<file path="config.mk">
export PLATFORM = sky130hd
export DESIGN_NAME = execute
export DESIGN_NICKNAME = d
export VERILOG_FILES = /design/src/rtl/execute.sv
export SDC_FILE = /design/constraint.sdc
export NUM_CORES = 1
export LEC_CHECK = 0
export CAP_MARGIN = 25
export CORE_MARGIN = 4
export CORE_UTILIZATION = 23
export DETAILED_ROUTE_END_ITERATION = 12
export RECOVER_POWER = 50
export SLEW_MARGIN = 15
export SYNTH_ARGS = -nofsm -noshare
export SYNTH_HDL_FRONTEND = slang
export SYNTH_SLANG_ARGS = --single-unit
</file>
<file path="constraint.sdc">
create_clock -name clk -period 5.4 [get_ports clk]
set_input_delay 0.54 -clock clk [delete_from_list [all_inputs] [get_ports clk]]
set_output_delay 0.54 -clock clk [all_outputs]
set_load 0.03 [all_outputs]
</file>
<file path="src/rtl/execute.sv">
// EX stage of the 5-stage pipeline.
// Forwards operands, runs the ALU and the branch comparator, and computes
// the branch target. Everything is captured in the EX/MEM pipeline
// register, which supports stall (hold) and flush (bubble).
module execute #(
    parameter int XLEN = 32
) (
    input  logic            clk,
    input  logic            reset,
    input  logic            stall,
    input  logic            flush,

    // Control from ID/EX
    input  logic            Ctl_ALUSrc_in,
    input  logic [1:0]      Ctl_ALUOpcode_in,
    input  logic            Ctl_MemtoReg_in,
    input  logic            Ctl_RegWrite_in,
    input  logic            Ctl_MemRead_in,
    input  logic            Ctl_MemWrite_in,
    input  logic            Ctl_Branch_in,

    // Data from ID/EX
    input  logic [XLEN-1:0] PC_in,
    input  logic [XLEN-1:0] ReadData1_in,
    input  logic [XLEN-1:0] ReadData2_in,
    input  logic [XLEN-1:0] Immediate_in,
    input  logic [6:0]      funct7_in,
    input  logic [2:0]      funct3_in,
    input  logic [4:0]      Rd_in,

    // Forwarding
    input  logic [1:0]      ForwardA_in,
    input  logic [1:0]      ForwardB_in,
    input  logic [XLEN-1:0] mem_data,
    input  logic [XLEN-1:0] wb_data,

    // EX/MEM register outputs
    output logic            Ctl_MemtoReg_out,
    output logic            Ctl_RegWrite_out,
    output logic            Ctl_MemRead_out,
    output logic            Ctl_MemWrite_out,
    output logic            Ctl_Branch_out,
    output logic [4:0]      Rd_out,
    output logic [XLEN-1:0] Write_Data,
    output logic [XLEN-1:0] ALUresult_out,
    output logic            Zero_out,
    output logic [XLEN-1:0] PCimm_out
);

    // ALU operation classes coming from the main decoder
    localparam logic [1:0] OP_ADD    = 2'b00;
    localparam logic [1:0] OP_BRANCH = 2'b01;
    localparam logic [1:0] OP_FUNCT  = 2'b10;
    localparam logic [1:0] OP_PASSB  = 2'b11;

    // Forwarding source encodings; 11 is unused and falls back to the regfile
    localparam logic [1:0] FWD_MEM = 2'b10;
    localparam logic [1:0] FWD_WB  = 2'b01;

    logic [XLEN-1:0] w_op_a;
    logic [XLEN-1:0] w_op_bf;
    logic [XLEN-1:0] w_op_b;
    logic [XLEN-1:0] w_sum;
    logic [XLEN-1:0] w_diff;
    logic [4:0]      w_shamt;
    logic            w_eq;
    logic            w_lt_s;
    logic            w_lt_u;
    logic [XLEN-1:0] w_result;
    logic            w_branch_cond;
    logic            w_zero;
    logic [XLEN-1:0] w_pcimm;

    // Operand A forwarding mux
    always_comb begin
        w_op_a = ReadData1_in;
        case (ForwardA_in)
            FWD_MEM: w_op_a = mem_data;
            FWD_WB:  w_op_a = wb_data;
            default: w_op_a = ReadData1_in;
        endcase
    end

    // Operand B forwarding mux; this value is also the store data
    always_comb begin
        w_op_bf = ReadData2_in;
        case (ForwardB_in)
            FWD_MEM: w_op_bf = mem_data;
            FWD_WB:  w_op_bf = wb_data;
            default: w_op_bf = ReadData2_in;
        endcase
    end

    assign w_op_b  = Ctl_ALUSrc_in ? Immediate_in : w_op_bf;
    assign w_sum   = w_op_a + w_op_b;
    assign w_diff  = w_op_a - w_op_b;
    assign w_shamt = w_op_b[4:0];
    assign w_eq    = (w_op_a == w_op_b);
    assign w_lt_s  = ($signed(w_op_a) < $signed(w_op_b));
    assign w_lt_u  = (w_op_a < w_op_b);
    assign w_pcimm = PC_in + Immediate_in;

    // ALU result selection by operation class and funct fields
    always_comb begin
        w_result = '0;
        case (Ctl_ALUOpcode_in)
            OP_ADD:    w_result = w_sum;
            OP_BRANCH: w_result = w_diff;
            OP_FUNCT: begin
                case (funct3_in)
                    // Immediate forms never subtract: there is no subi
                    3'b000:  w_result = (funct7_in[5] && !Ctl_ALUSrc_in) ? w_diff : w_sum;
                    3'b001:  w_result = w_op_a << w_shamt;
                    3'b010:  w_result = {{(XLEN-1){1'b0}}, w_lt_s};
                    3'b011:  w_result = {{(XLEN-1){1'b0}}, w_lt_u};
                    3'b100:  w_result = w_op_a ^ w_op_b;
                    3'b101:  w_result = funct7_in[5] ? XLEN'($signed(w_op_a) >>> w_shamt)
                                                     : (w_op_a >> w_shamt);
                    3'b110:  w_result = w_op_a | w_op_b;
                    default: w_result = w_op_a & w_op_b;
                endcase
            end
            default:   w_result = w_op_b;
        endcase
    end

    // Branch comparator, only meaningful for the branch operation class
    always_comb begin
        w_branch_cond = 1'b0;
        case (funct3_in)
            3'b000:  w_branch_cond = w_eq;
            3'b001:  w_branch_cond = !w_eq;
            3'b100:  w_branch_cond = w_lt_s;
            3'b101:  w_branch_cond = !w_lt_s;
            3'b110:  w_branch_cond = w_lt_u;
            3'b111:  w_branch_cond = !w_lt_u;
            default: w_branch_cond = 1'b0;
        endcase
    end

    // Branches report the condition; everything else reports result == 0
    assign w_zero = (Ctl_ALUOpcode_in == OP_BRANCH) ? w_branch_cond : (w_result == '0);

    // EX/MEM pipeline register: reset > flush > stall > load
    always_ff @(posedge clk) begin
        if (reset || flush) begin
            Ctl_MemtoReg_out <= 1'b0;
            Ctl_RegWrite_out <= 1'b0;
            Ctl_MemRead_out  <= 1'b0;
            Ctl_MemWrite_out <= 1'b0;
            Ctl_Branch_out   <= 1'b0;
            Rd_out           <= '0;
            Write_Data       <= '0;
            ALUresult_out    <= '0;
            Zero_out         <= 1'b0;
            PCimm_out        <= '0;
        end else if (!stall) begin
            Ctl_MemtoReg_out <= Ctl_MemtoReg_in;
            Ctl_RegWrite_out <= Ctl_RegWrite_in;
            Ctl_MemRead_out  <= Ctl_MemRead_in;
            Ctl_MemWrite_out <= Ctl_MemWrite_in;
            Ctl_Branch_out   <= Ctl_Branch_in;
            Rd_out           <= Rd_in;
            Write_Data       <= w_op_bf;
            ALUresult_out    <= w_result;
            Zero_out         <= w_zero;
            PCimm_out        <= w_pcimm;
        end
    end

endmodule
</file>
# [Yosys cells after proc, flatten, opt, wreduce, memory -nomap -nowiden]
# Cells that the tools add are included.
[word_totals] inputBits=223 word_cells=53 output_inout_bits=107 ff_bits=107
[classes] n_addsub=3 n_lt_le_gt_ge=2 n_bitwise=3 mux=9 eq_ne=14 shifts=3 reduce_logical=9
[ops] operator="$pmux W32 S7" count=1
[ops] operator="$pmux W32 S2" count=2
[ops] operator="$mux W32" count=3
[ops] operator="$pmux W32 S3" count=1
[ops] operator="$add A32 B32 Y32" count=2
[ops] operator="$lt A32 B32 Y1" count=2
[ops] operator="$and A32 B32 Y32" count=1
[ops] operator="$eq A32 B32 Y1" count=1
[ops] operator="$logic_not A32 Y1" count=1
[ops] operator="$or A32 B32 Y32" count=1
[ops] operator="$shl A32 B5 Y32" count=1
[ops] operator="$shr A32 B5 Y32" count=1
[ops] operator="$sshr A32 B5 Y32" count=1
[ops] operator="$sub A32 B32 Y32" count=1
[ops] operator="$xor A32 B32 Y32" count=1
[ops] operator="$eq A3 B3 Y1 const B" count=4
[ops] operator="$eq A2 B1 Y1 const B" count=3
[ops] operator="$eq A2 B2 Y1 const B" count=3
[ops] operator="$eq A3 B2 Y1 const B" count=2
[ops] operator="$pmux W1 S6" count=1
[ops] operator="$logic_not A1 Y1" count=4
[ops] operator="$eq A3 B1 Y1 const B" count=1
[ops] operator="$logic_not A3 Y1" count=1
[ops] operator="$logic_not A2 Y1" count=1
[ops] operator="3 further kinds" count=3

# [Depth between registers and ports, before layout]
# Gate-level depths: netlist (run 1).
[logic_depth] depth_word=9 mapped_depth=25 ltp_nobuf=21

# [Least setup slack after synthesis (run 1)]
# Ideal clock, no wire load.
[synth_timing] kind="input to register" startpoint="in ForwardB_in[0]" endpoint="reg Zero_out" stages=24 n_path_buf=4 setup_slack_ps=-260 t_arrival_ps=5602 required_time_ps=5341 setup_ps=59 cell_sequence="inv_1 -> ha_1 -> buf_2 -> clkbuf_1 -> clkbuf_1 -> clkbuf_1 -> a221o_1 -> o21ai_0 -> o21ai_0 -> inv_1 -> ha_1 -> nor2b_1 -> nor4_1 -> o211a_2 -> o31ai_4 -> o21ai_2 -> o211ai_2 -> a311oi_1 -> nor2_1 -> o41ai_1 -> mux2_2 -> a221oi_1 -> o2111a_1 -> a31o_1"
[synth_between] elab_chain_cells=9 word_cells_on_any_way=25 classes_between="add/sub: 2; order compare: 2; eq/ne: 3; shift: 3; mux: 8; bitwise: 3; reduce/logical: 4"
[synth_rtl] element="start, declared" line_no="33" source="input logic [1:0] ForwardB_in,"
[synth_rtl] element="$eq A2 B1 Y1 / $eq A2 B2 Y1 (equally long branches)" line_no="87" source="case (ForwardB_in)"
[synth_rtl] element="$pmux W32 S2 (*)" line_no="87"
[synth_rtl] element="$mux W32 (*)" line_no="94" source="assign w_op_b = Ctl_ALUSrc_in ? Immediate_in : w_op_bf;"
[synth_rtl] element="$add A32 B32 Y32 (tied with other cells)" line_no="95" source="assign w_sum = w_op_a + w_op_b;"
[synth_rtl] element="$mux W32, on equally long branches" line_no="112, 117"
[synth_rtl] element="$pmux W32 S7" line_no="110" source="case (funct3_in)"
[synth_rtl] element="$pmux W32 S3" line_no="106" source="case (Ctl_ALUOpcode_in)"
[synth_rtl] element="$logic_not A32 Y1" line_no="142" source="assign w_zero = (Ctl_ALUOpcode_in == OP_BRANCH) ? w_branch_cond : (w_result == '0);"
[synth_rtl] element="$mux W1 (*)" line_no="142"
[synth_rtl] element="end signal, assigned" line_no="166" source="Zero_out <= w_zero;"
[synth_rtl] element="end, declared" line_no="46" source="output logic Zero_out,"
# Mark *: on every way between the ends. The rest lies on a longest branch, timed or not.
# A chain may end at the register's enable or synchronous reset.

# [Worst setup path after layout (run 1)]
# Ends and elaborated chain as after synthesis.

==> reports/qor.txt, run 1 <==
Status -> finished clean
Mapped Cells -> 2,522
Clock network fraction of total power -> 11.1%
Dpl hpwl -> 98,860 um
Final hold viol count -> 0
Die height -> 282.2 um
Setup Slack @ Placement -> -919.0 ps
Rows -> 100
Setup_tns -> 0 ps
Max-capacitance violation count -> 0
Area grow syn2layout -> 57.29%
Synth Flop Type -> dfxtp_1
Core area -> 74,450 um^2
Routed via count -> 24,350
Layout net count -> 3,734
CP max FO -> 36
FF/Latch Area -> 2142 um^2
Worst skew pair latency -> 390 ps
Hold_buf cts -> 0
Pin count of the biggest net entering global routing -> 79
Avg Vias per Cell -> 5.596
Post-synth ARST share -> 0%
Final max-slew violation count -> 0
Yosys cell types -> 104
Layout cell share with drive strength beyond 1 -> 25.97%
TritonCTS buffer count -> 9
Vias in the first global route -> 24,020
Clk slew on worst S/H paths -> 90 ps
RSZ-0062 raised after global routing -> yes
Die Footprint -> 79,640 um^2
Hold crit path type -> flop to flop
Fillers -> 7,952
CP startpoint kind -> input pin
Initial antenna violation count -> 3
GP Congestion -> 1.063
Setup WS post-layout -> 87.53 ps
GRT Util Overall -> 28.68%
Top cells by count, synth -> nor2_1 (339), a21oi_1 (216), o21ai_0 (211)
Most common cell on crit path -> buf_4
Post-route cell area -> 27,200 um^2
Antenna Nets Post-Route -> 0
Initial Util -> 23.23%
Crit-path cells -> clkdlybuf4s50_1 > inv_1 > ha_4 > buf_4 > nor3b_1 > a221o_2 > buf_4 > buf_4 > mux4_2 > mux2i_1 > buf_4 > buf_4 > nor2_1 > a31oi_1 > buf_4 > a21oi_1 > a21oi_1 > buf_4 > o2111ai_1 > nor4_2 > nand4b_1 > nor4_2 > a31o_1
Yosys warns -> 0
Worst path slowest cell -> mux4_2
P_int -> 3.398 mW
Clock Tree Root -> clkbuf_16
Post-synthesis net count -> 2,880
Multi-input logic area -> 14,270 um^2
Crit. End Element -> flop
F_max -> 188.2 MHz
Htree depth -> 3
CP top delay family -> buffers and inverters
Req. time, crit path -> 5730 ps
Tmin final -> 5312 ps
Share of power burned in registers -> 12.7%
Hold Slack -> 461.3 ps
Sequential element share of the synthesized area -> 12.39%
Crit path kind -> input pin to flop
Leading area contributor after synthesis -> dfxtp_1
Port Buffers -> 323
Tcrit/Tclk final -> 98.38%
Syn_area_per_cell -> 6.857 um^2
Post-Route WL -> 118,900 um
DR pass1 iterations -> 6
Placed Instance Area -> 26,380 um^2
First-pass GRT wire length -> 167,600 um
PD cells -> 246.1 nW/um^2
CP bufs+invs -> 9
Number of clock sinks -> 107
CP max stage delay -> 620 ps
Number of synthesized flops with an enable pin -> 0
Seq cells post-synth -> 107
Count leader, synth -> nor2_1
CP arrival -> 5650 ps
Final core occ -> 36.54%
Final setup viols -> 0
Grt ovf -> 0
DR DRC count -> 0
CTS tree -> built
Switch Pwr -> 3.296 mW
# IOs -> 330
Slew margin rel. -> 32.28%
Top cell type's share of synthesized area -> 12.39%
Logic gate share of total power -> 76.2%
Clock skew -> 0 ps
Maximum clock insertion buffer count -> 2
Switching share of power -> 49.23%
Routed WL per cell -> 27.33 um
DRT iter0 DRCs -> 2,713
Synthesized area -> 17,290 um^2
Area contributors post-synth -> dfxtp_1 (12%), ha_1 (9.5%), nor2_1 (7.4%)
Leak -> 11.97 nW
Worst-Margin Slew -> 1016 ps
Chip Width -> 282.2 um
IR drop worst, VDD -> 181.4 uV
==> stage by stage <==
step | cells | total power [mW]
after floorplan | 2522 | 3.139
after global placement | 4324 | 5.716
after detailed placement | 4324 | 5.691
after CTS | 4342 | 6.502
after global routing | 4350 | 7.000
final | 4351 | 6.694
==> what timing repair did <==
action,CTS,global route
buffers inserted,2,8
gates resized for setup,38,81
pin swaps,3,20
endpoints found under the setup margin,9,12
==> worst reg2reg max path: cells and delay by family, from the launching register on <==
kind,cells,cell delay (ps)
flip-flops,1,430
AO/OA/AOI/OAI,3,470
AND/OR/NAND/NOR,4,810
==> kinds of logic (layout without fill, tap and decap cells) <==
family                   Yosys count  count (layout)  share of synthesized area [%]
AND/OR/NAND/NOR                  814             814                          21.36
XOR/XNOR                          68              68                          3.444
other                              0               1                              0
adder cells (fa/ha/maj)          135             135                          9.897
AO/OA/AOI/OAI                    950             950                          36.76
multiplexers                     134             134                          8.465
buffers and inverters            314            1173                          7.683
flip-flops                       107             107                          12.39
==> cell usage in the layout (no fill, tap or decap), types with 17 or more instances in the layout <==
master / n
a221o_1: 54
nand2_1: 202
o31ai_1: 18
buf_12: 17
a31oi_1: 31
nand3_1: 38
mux2i_1: 112
dlygate4sd3_1: 106
a211oi_1: 20
a21o_1: 25
buf_4: 686
ha_1: 123
a21oi_1: 210
o22ai_1: 58
o21ai_2: 21
nor3_1: 58
o21ai_1: 39
a22oi_1: 38
inv_1: 119
xnor2_1: 48
clkdlybuf4s50_1: 215
nor2b_1: 20
nor2_1: 338
o21ai_0: 183
o211ai_1: 47
xor2_1: 19
nand2b_1: 25
dfxtp_1: 107
==> area by class of cell <==
type	count	share of cell area [%]
multi-input combinational	2101	52.46
clock inverter	7	0.3358
inverter	126	1.771
tap	969	4.457
antenna	1	0.009199
sequential	107	7.875
clock buffer	9	0.8279
timing repair buffer	1031	32.26
==> path summary, 6_finish.rpt <==
path | start | end | slack, ps | cells after the start
max reg2reg | Zero_out | Zero_out | 3630 | 7
min reg2reg | PCimm_out[21] | PCimm_out[21] | 460 | 2
max | ForwardB_in[0] | Zero_out | 90 | 23
min | PCimm_out[21] | PCimm_out[21] | 460 | 2
==> registers in the layout, indices dropped and copies added, names as in the netlist <==
name              cells
Ctl_MemWrite_out      1
Ctl_MemtoReg_out      1
PCimm_out            32
Rd_out                5
Ctl_MemRead_out       1
Ctl_Branch_out        1
Ctl_RegWrite_out      1
Zero_out              1
ALUresult_out        32
Write_Data           32
==> per-layer routing <==
| layer | vias to the layer above | track usage [%] | wire length (um) | share of wire (%) |
|---|---|---|---|---|
| met5 | - | 0 | 0 | 0 |
| met4 | 0 | 18.47 | 9342 | 7.9 |
| met3 | 354 | 5.654 | 9536 | 8.0 |
| met2 | 1326 | 46.56 | 53170 | 45 |
| met1 | 11610 | 34.70 | 46850 | 39 |
| li1 | 11060 | - | - | - |
==> power by group through the flow <==
stage               Combinational (mW)  Sequential (mW)  Clock [mW]
floorplan                         2.20            0.943           0
global placement                  4.84            0.873           0
detailed placement                4.82            0.873           0
CTS                               4.88            0.856       0.766
global route                      5.36            0.858       0.783
finish                            5.10            0.853       0.743
No activity file was read; power rests on OpenSTA's default activity.
==> run 2, diff against run 1 <==
==> constraint.sdc (replaced) <==
create_clock -name clk -period 5.4 [get_ports clk]
set_input_delay 0.81 -clock clk [delete_from_list [all_inputs] [get_ports clk]]
set_output_delay 0.81 -clock clk [all_outputs]
set_load 0.03 [all_outputs]
==> run 2 against run 1 <==
  * The flow now finishes with violations (capacitance limit, slew limit)
  * Total power grew 1.9%
  * Critical path depth grew 4
  * First-iteration DRC count increased by 0.33%
  * Non-clock buffer count is 53 higher
  * Sequential share of layout area is 0.18 points lower
  * Worst hold slack about the same
  * Final cell count increased by 1.3%
  * Count of clock-buffer cells in the layout unchanged
  * Sequential power is essentially flat
==> reports/qor.txt, run 2 (synthesis gave the netlist of run 1 again) <==
Tcrit/Tclk final -> 97.51% (-0.87 points)
Worst reg-to-reg setup slack -> 3600 ps (-30 ps)
Clk slew on worst S/H paths -> 90 ps (about the same)
RSZ-0062 raised after global routing -> no
Die height -> 282.2 um (unchanged)
Post-Route WL -> 117,400 um (-1.3%)
DR DRC count -> 0 (unchanged)
DRT iter0 DRCs -> 2,722 (+0.33%)
Layout cell share with drive strength beyond 1 -> 28.22% (+2.2 points)
Routed WL per cell -> 26.64 um (-2.5%)
PD cells -> 245.1 nW/um^2 (-0.39%)
Max-capacitance violation count -> 1 (+1)
Core area -> 74,450 um^2 (unchanged)
WHS Path Cells -> 2 (unchanged)
IR drop worst, VDD -> 176.2 uV (-2.8%)
CP arrival -> 5600 ps (-50 ps)
Clock skew -> 0 ps (unchanged)
Status -> complete, but fails checks
CP max stage delay -> 410 ps (-210 ps)
Levels on crit path -> 27 (+17%)
Tmin final -> 5266 ps (-46.80 ps)
Crit path kind -> input pin to flop
Slew margin rel. -> -129.2% (-160 points)
CTS tree -> built
Fillers -> 7,895 (-0.72%)
Area grow syn2layout -> 60.92%
CP max FO -> 13 (-64%)
Switch Pwr -> 3.317 mW (+0.65%)
FF/Latch Area -> 2142 um^2 (unchanged)
Worst-Margin Slew -> 3438 ps (+2422 ps)
Avg Vias per Cell -> 5.606 (+0.18%)
Worst r2r src -> Zero_out
Final max-slew violation count -> 71 (+71)
Hold crit path type -> flop to flop
CP bufs+invs -> 10 (+1)
Final hold viol count -> 0 (unchanged)
GRT Util Overall -> 28.05% (-0.62 points)
Antenna Nets Post-Route -> 0 (unchanged)
Pin count of the biggest net entering global routing -> 85 (+7.6%)
Crit. End Element -> flop
Worst skew pair latency -> 380 ps (about the same)
Share of power burned in registers -> 12.5% (-0.2 points)
Port Buffers -> 323 (unchanged)
Logic gate share of total power -> 76.2% (about the same)
CP startpoint kind -> input pin
Most common cell on crit path -> buf_4
Grt ovf -> 0 (unchanged)
Multi-input logic area -> 14,540 um^2 (+1.9%)
Vias in the first global route -> 24,170 (+0.62%)
Most frequent cells in the layout -> buf_4 (740), nor2_1 (336), clkdlybuf4s50_1 (214)
Commonest non-fill, non-tap cell in the layout -> buf_4
Failing checks -> capacitance limit, slew limit
Dpl hpwl -> 96,810 um (-2.1%)
R2r endpoint -> Zero_out
Die Footprint -> 79,640 um^2 (unchanged)
Initial Util -> 23.23% (unchanged)
Clock Tree Root -> clkbuf_16
Largest registers -> ALUresult_out (32), PCimm_out (32), Write_Data (32)
Clock network fraction of total power -> 11.4% (+0.3 points)
# IOs -> 330 (unchanged)
Final setup viols -> 0 (unchanged)
Worst R2R Path Depth -> 7 (unchanged)
P_int -> 3.504 mW (+3.1%)
Worst path slowest cell -> fa_2
Hold path endpoint -> PCimm_out[22]
Req. time, crit path -> 5740 ps (about the same)
GP Congestion -> 1.105 (+3.9%)
F_max -> 189.9 MHz (+0.89%)
Placed Instance Area -> 26,610 um^2 (+0.89%)
Routed via count -> 24,700 (+1.4%)
Layout net count -> 3,787 (+1.4%)
TritonCTS buffer count -> 9 (unchanged)
First-pass GRT wire length -> 165,800 um (-1.1%)
Chip Width -> 282.2 um (unchanged)
Maximum clock insertion buffer count -> 2 (unchanged)
Hold Slack -> 461.5 ps (+0.2660 ps)
Worst hold start -> PCimm_out[22]
CP top delay family -> compound AO/OA/AOI/OAI gates
DR pass1 iterations -> 6 (unchanged)
Hold_buf cts -> 0 (unchanged)
Number of clock sinks -> 107 (unchanged)
Rows -> 100 (unchanged)
Switching share of power -> 48.63% (-0.61 points)
Leak -> 12.25 nW (+2.3%)
Initial antenna violation count -> 4 (+1)
Post-route cell area -> 27,830 um^2 (+2.3%)
Htree depth -> 3 (unchanged)
Tot Pwr -> 6.822 mW (+1.9%)
[run 2: how the worst max path moves through the flow]
stage               end            from
3_3_place_gp   Zero_out  ForwardB_in[0]
4_1_cts        Zero_out  ForwardB_in[0]
2_1_floorplan  Zero_out  ForwardB_in[0]
3_5_place_dp   Zero_out  ForwardB_in[0]
5_1_grt        Zero_out  ForwardA_in[1]
6_report       Zero_out  ForwardB_in[0]
[run 2: power groups by stage]
stage | Clock (mW) | Sequential [mW] | Combinational [mW]
after floorplan | 0 | 0.943 | 2.21
after global placement | 0 | 0.872 | 4.81
after detailed placement | 0 | 0.872 | 4.80
after CTS | 0.797 | 0.854 | 4.92
after global routing | 0.817 | 0.856 | 5.43
final | 0.775 | 0.852 | 5.19
[run 2: worst register-to-register path: cells and delay by family, from the launching register on]
family / cells / cell delay [ps]
AOI/OAI and AO/OA: 3 / 440
and+or+nand+nor: 4 / 900
DFF: 1 / 420
[run 2: repair_timing]
action,in CTS,in global routing
cloned,0,0
setup buffers,15,14
gates resized for setup,87,85
pin swaps,32,46
setup endpoints to repair,13,10
[run 2: area by class of cell]
type                    instances  area share (%)
multi-input cells            2101           52.26
repair buffers               1084           32.75
flip-flops and latches        107           7.697
well taps                     969           4.357
inverters                     126           1.731
clock buffers                   9          0.8093
clock inverters                 7          0.3687
diodes                          3         0.02698
[run 2: through the flow]
step / setup TNS, ps / worst slack [ps] / utilization, % / cells
2_1_floorplan: 0 / 7.373 / - / 2522
6_report: 0 / 134.3 / 37.38 / 4406
5_1_grt: 0 / 22.42 / 37.37 / 4403
3_3_place_gp: -9395 / -882.7 / 35.74 / 4359
3_5_place_dp: -10350 / -914.4 / 35.74 / 4359
4_1_cts: 0 / 2.696 / 36.73 / 4389
[run 2: layer usage]
metal | wire length, um | vias up | global-route usage, %
li1 | - | 11160 | -
met1 | 45440 | 11670 | 34.16
met2 | 52300 | 1523 | 45.88
met3 | 10730 | 350 | 5.637
met4 | 8922 | 0 | 16.68
met5 | 0 | - | 0
==> run 3, diff against run 2 <==
--- a/config.mk
+++ b/config.mk
@@ -5,6 +5,8 @@
 export SDC_FILE = /design/constraint.sdc
 export NUM_CORES = 1
 export LEC_CHECK = 0
+export ABC_AREA = 1
+export ABC_CLOCK_PERIOD_IN_PS = 5400
 export CAP_MARGIN = 25
 export CORE_MARGIN = 4
 export CORE_UTILIZATION = 23
==> run 3 against run 2 <==
  * The run now ends clean
  * Sequential cell count unchanged
  * Register-to-register slack better by 1000 ps
  * Largest cell class unchanged
  * Routed wire length down 2.8%
  * Sequential share of layout area rose by 0.21 points
  * Largest power group unchanged
==> reports/qor.txt, run 3 <==
Post-synthesis compound-gate area fraction -> 20.07% (-17 points)
GP Congestion -> 1.034 (-6.4%)
Hold_buf cts -> 0 (unchanged)
N_diodes -> 0 (-3)
Count leader, synth -> nand2_1
Most common cell on crit path -> nand2_1
Status -> finished clean
Yosys cell types -> 53 (-49%)
Switch Pwr -> 3.290 mW (-0.81%)
Vias in the first global route -> 24,850 (+2.8%)
CTS tree -> built
Worst skew pair latency -> 380 ps (about the same)
First-pass GRT wire length -> 161,800 um (-2.4%)
Layout net count -> 4,482 (+18%)
TritonCTS buffer count -> 9 (unchanged)
Crit. End Element -> flop
Clk slew on worst S/H paths -> 90 ps (about the same)
Post-Route WL -> 114,100 um (-2.8%)
Synth Area in XOR/XNOR -> 1.809% (-1.6 points)
F_max -> 191.5 MHz (+0.81%)
Main combinational cell family by area after synthesis -> simple AND/OR/NAND/NOR gates
Syn_area_per_cell -> 5.328 um^2 (-22%)
Simple-Gate Fraction of Synth Area -> 44.43% (+23 points)
Req. time, crit path -> 5710 ps (-30 ps)
Worst path slowest cell -> clkdlybuf4s50_1
Crit path kind -> input pin to flop
DR pass1 iterations -> 7 (+1)
Initial Util -> 23.17% (-0.063 points)
IR drop worst, VDD -> 232.7 uV (+32%)
Grt met2 use -> 42.40% (-3.5 points)
Slew margin rel. -> 42.99% (+170 points)
Setup_tns -> 0 ps (unchanged)
Area grow syn2layout -> 51.16%
Htree depth -> 3 (unchanged)
Largest registers -> ALUresult_out (32), PCimm_out (32), Write_Data (32)
CP startpoint kind -> input pin
Final max-slew violation count -> 0 (-100%)
Avg Vias per Cell -> 5.113 (-8.8%)
Share of power burned in registers -> 13.2% (+0.7 points)
Grt ovf -> 0 (unchanged)
Top cell type's share of synthesized area -> 19.86% (+7.5 points)
GRT met1 Usage -> 33.74% (-0.42 points)
Tmin final -> 5223 ps (-42.37 ps)
P_int -> 3.148 mW (-10%)
Pin count of the biggest net entering global routing -> 161 (+89%)
GRT Util Overall -> 26.42% (-1.6 points)
GRT Max-Usage Layer -> met2
Dpl hpwl -> 94,900 um (-2.0%)
Clock Tree Root -> clkbuf_16
Seq cells post-synth -> 107 (unchanged)
Most frequent cells in the layout -> nand2_1 (930), buf_4 (582), nand3_1 (548)
Leak -> 13.63 nW (+11%)
Worst-Margin Slew -> 853.2 ps (-2584 ps)
CP top delay family -> simple AND/OR/NAND/NOR gates
Commonest non-fill, non-tap cell in the layout -> nand2_1
Final setup viols -> 0 (unchanged)
Yosys warns -> 0 (unchanged)
Core area -> 77,340 um^2 (+3.9%)
Post-synthesis net count -> 3,721 (+29%)
Mapped Cells -> 3,363 (+33%)
Initial antenna violation count -> 8 (+4)
CP bufs+invs -> 7 (-3)
Top cells by count, synth -> nand2_1 (948), nand3_1 (550), inv_1 (346)
Tcrit/Tclk final -> 96.73% (-0.78 points)
Area contributors post-synth -> nand2_1 (20%), nand3_1 (15%), dfxtp_1 (12%)
CP max FO -> 11 (-2)
Clock network fraction of total power -> 10.9% (-0.5 points)
Synth Area in Adders -> 9.553% (-0.34 points)
Synth Flop Type -> dfxtp_1
Clock skew -> 0 ps (unchanged)
Number of clock sinks -> 107 (unchanged)
Synthesized area -> 17,920 um^2 (+3.6%)
# IOs -> 330 (unchanged)
Switching share of power -> 51.10% (+2.5 points)
PD cells -> 237.7 nW/um^2 (-3.0%)
Maximum clock insertion buffer count -> 2 (unchanged)
Routed WL per cell -> 22.07 um (-17%)
Die Footprint -> 82,430 um^2 (+3.5%)
Port Buffers -> 323 (unchanged)
Grt met3 use -> 6.051% (+0.41 points)
Fillers -> 8,744 (+11%)
Antenna Nets Post-Route -> 0 (unchanged)
Layout cell share with drive strength beyond 1 -> 18.29% (-9.9 points)
Logic gate share of total power -> 75.9% (-0.3 points)
Post-synth ARST share -> 0% (unchanged)
CP max stage delay -> 490 ps (+80 ps)
Die height -> 287.1 um (+1.7%)
Rows -> 102 (+2.0%)
DR DRC count -> 0 (unchanged)
Max-capacitance violation count -> 0 (-1)
Multiplexer share of the synthesized area -> 0% (-8.5 points)
Routed via count -> 26,430 (+7.0%)
Hold crit path type -> flop to flop
Sequential element share of the synthesized area -> 11.96% (-0.43 points)
DRT iter0 DRCs -> 2,891 (+6.2%)
Number of synthesized flops with an enable pin -> 0 (unchanged)
Hold Slack -> 468.0 ps (+6.463 ps)
Leading area contributor after synthesis -> nand2_1
Final hold viol count -> 0 (unchanged)
Chip Width -> 287.1 um (+1.7%)
CP arrival -> 5530 ps (-70 ps)
-- run 3: layout make-up --
type | instances | area (um^2) | share of cell area, %
tap | 1040 | 1301 | 4.805
timing repair buffer | 927 | 8006 | 29.56
inverter | 363 | 1366 | 5.045
clock inverter | 7 | 81.33 | 0.3003
clock buffer | 9 | 225.2 | 0.8316
sequential | 107 | 2142 | 7.909
multi-input combinational | 2716 | 13960 | 51.55
-- run 3: timing repair --
item,4_1_cts,5_1_grt
gates resized for setup,5,124
endpoints found under the setup margin,1,2
setup buffers,0,6
pin swaps,1,19
-- run 3: worst reg2reg max path, stage by stage (launching register included) --
cell	delay (ps)
dfxtp_1	430
o21ai_0	120
a21oi_1	170
-- run 3: path summary, 6_finish.rpt --
check,endpoint,slack (ps),cells after the start,start
worst max-delay path,Zero_out,180,31,ForwardB_in[0]
worst min-delay path,PCimm_out[0],470,2,PCimm_out[0]
worst max register to register,PCimm_out[1],4620,2,PCimm_out[1]
worst min register to register,PCimm_out[0],470,2,PCimm_out[0]
-- run 3: per-stage QoR --
stage               total power, mW  util [%]  cell area [um^2]  setup WS [ps]  instances
floorplan                     3.112         -             17920          942.1       3363
global placement              5.531     34.06             26340         -428.6       5146
detailed placement            5.523     34.09             26370         -439.1       5147
CTS                           6.257     34.50             26680          4.381       5163
global route                  6.828     35.02             27080         -67.88       5169
finish                        6.439     35.02             27080          176.7       5169
-- run 3: cell families after synthesis --
group,after synthesis
AOI/OAI and AO/OA,662
xor gates and xnor gates,37
adders and majority gates,135
buffers and inverters,540
DFF,107
and+or+nand+nor,1882
-- run 3: power by group through the flow --
stage	Sequential, mW	Combinational (mW)	Clock (mW)
after floorplan	0.945	2.17	0
after global placement	0.867	4.66	0
after detailed placement	0.867	4.66	0
after CTS	0.850	4.68	0.726
after global routing	0.854	5.23	0.745
final	0.849	4.89	0.702
-- run 3: per-layer routing --
| layer | share of wire [%] | vias to the layer above |
|---|---|---|
| met2 | 43 | 1354 |
| met5 | 0.10 | - |
| met3 | 10 | 253 |
| li1 | - | 12620 |
| met4 | 5.5 | 16 |
| met1 | 41 | 12190 |
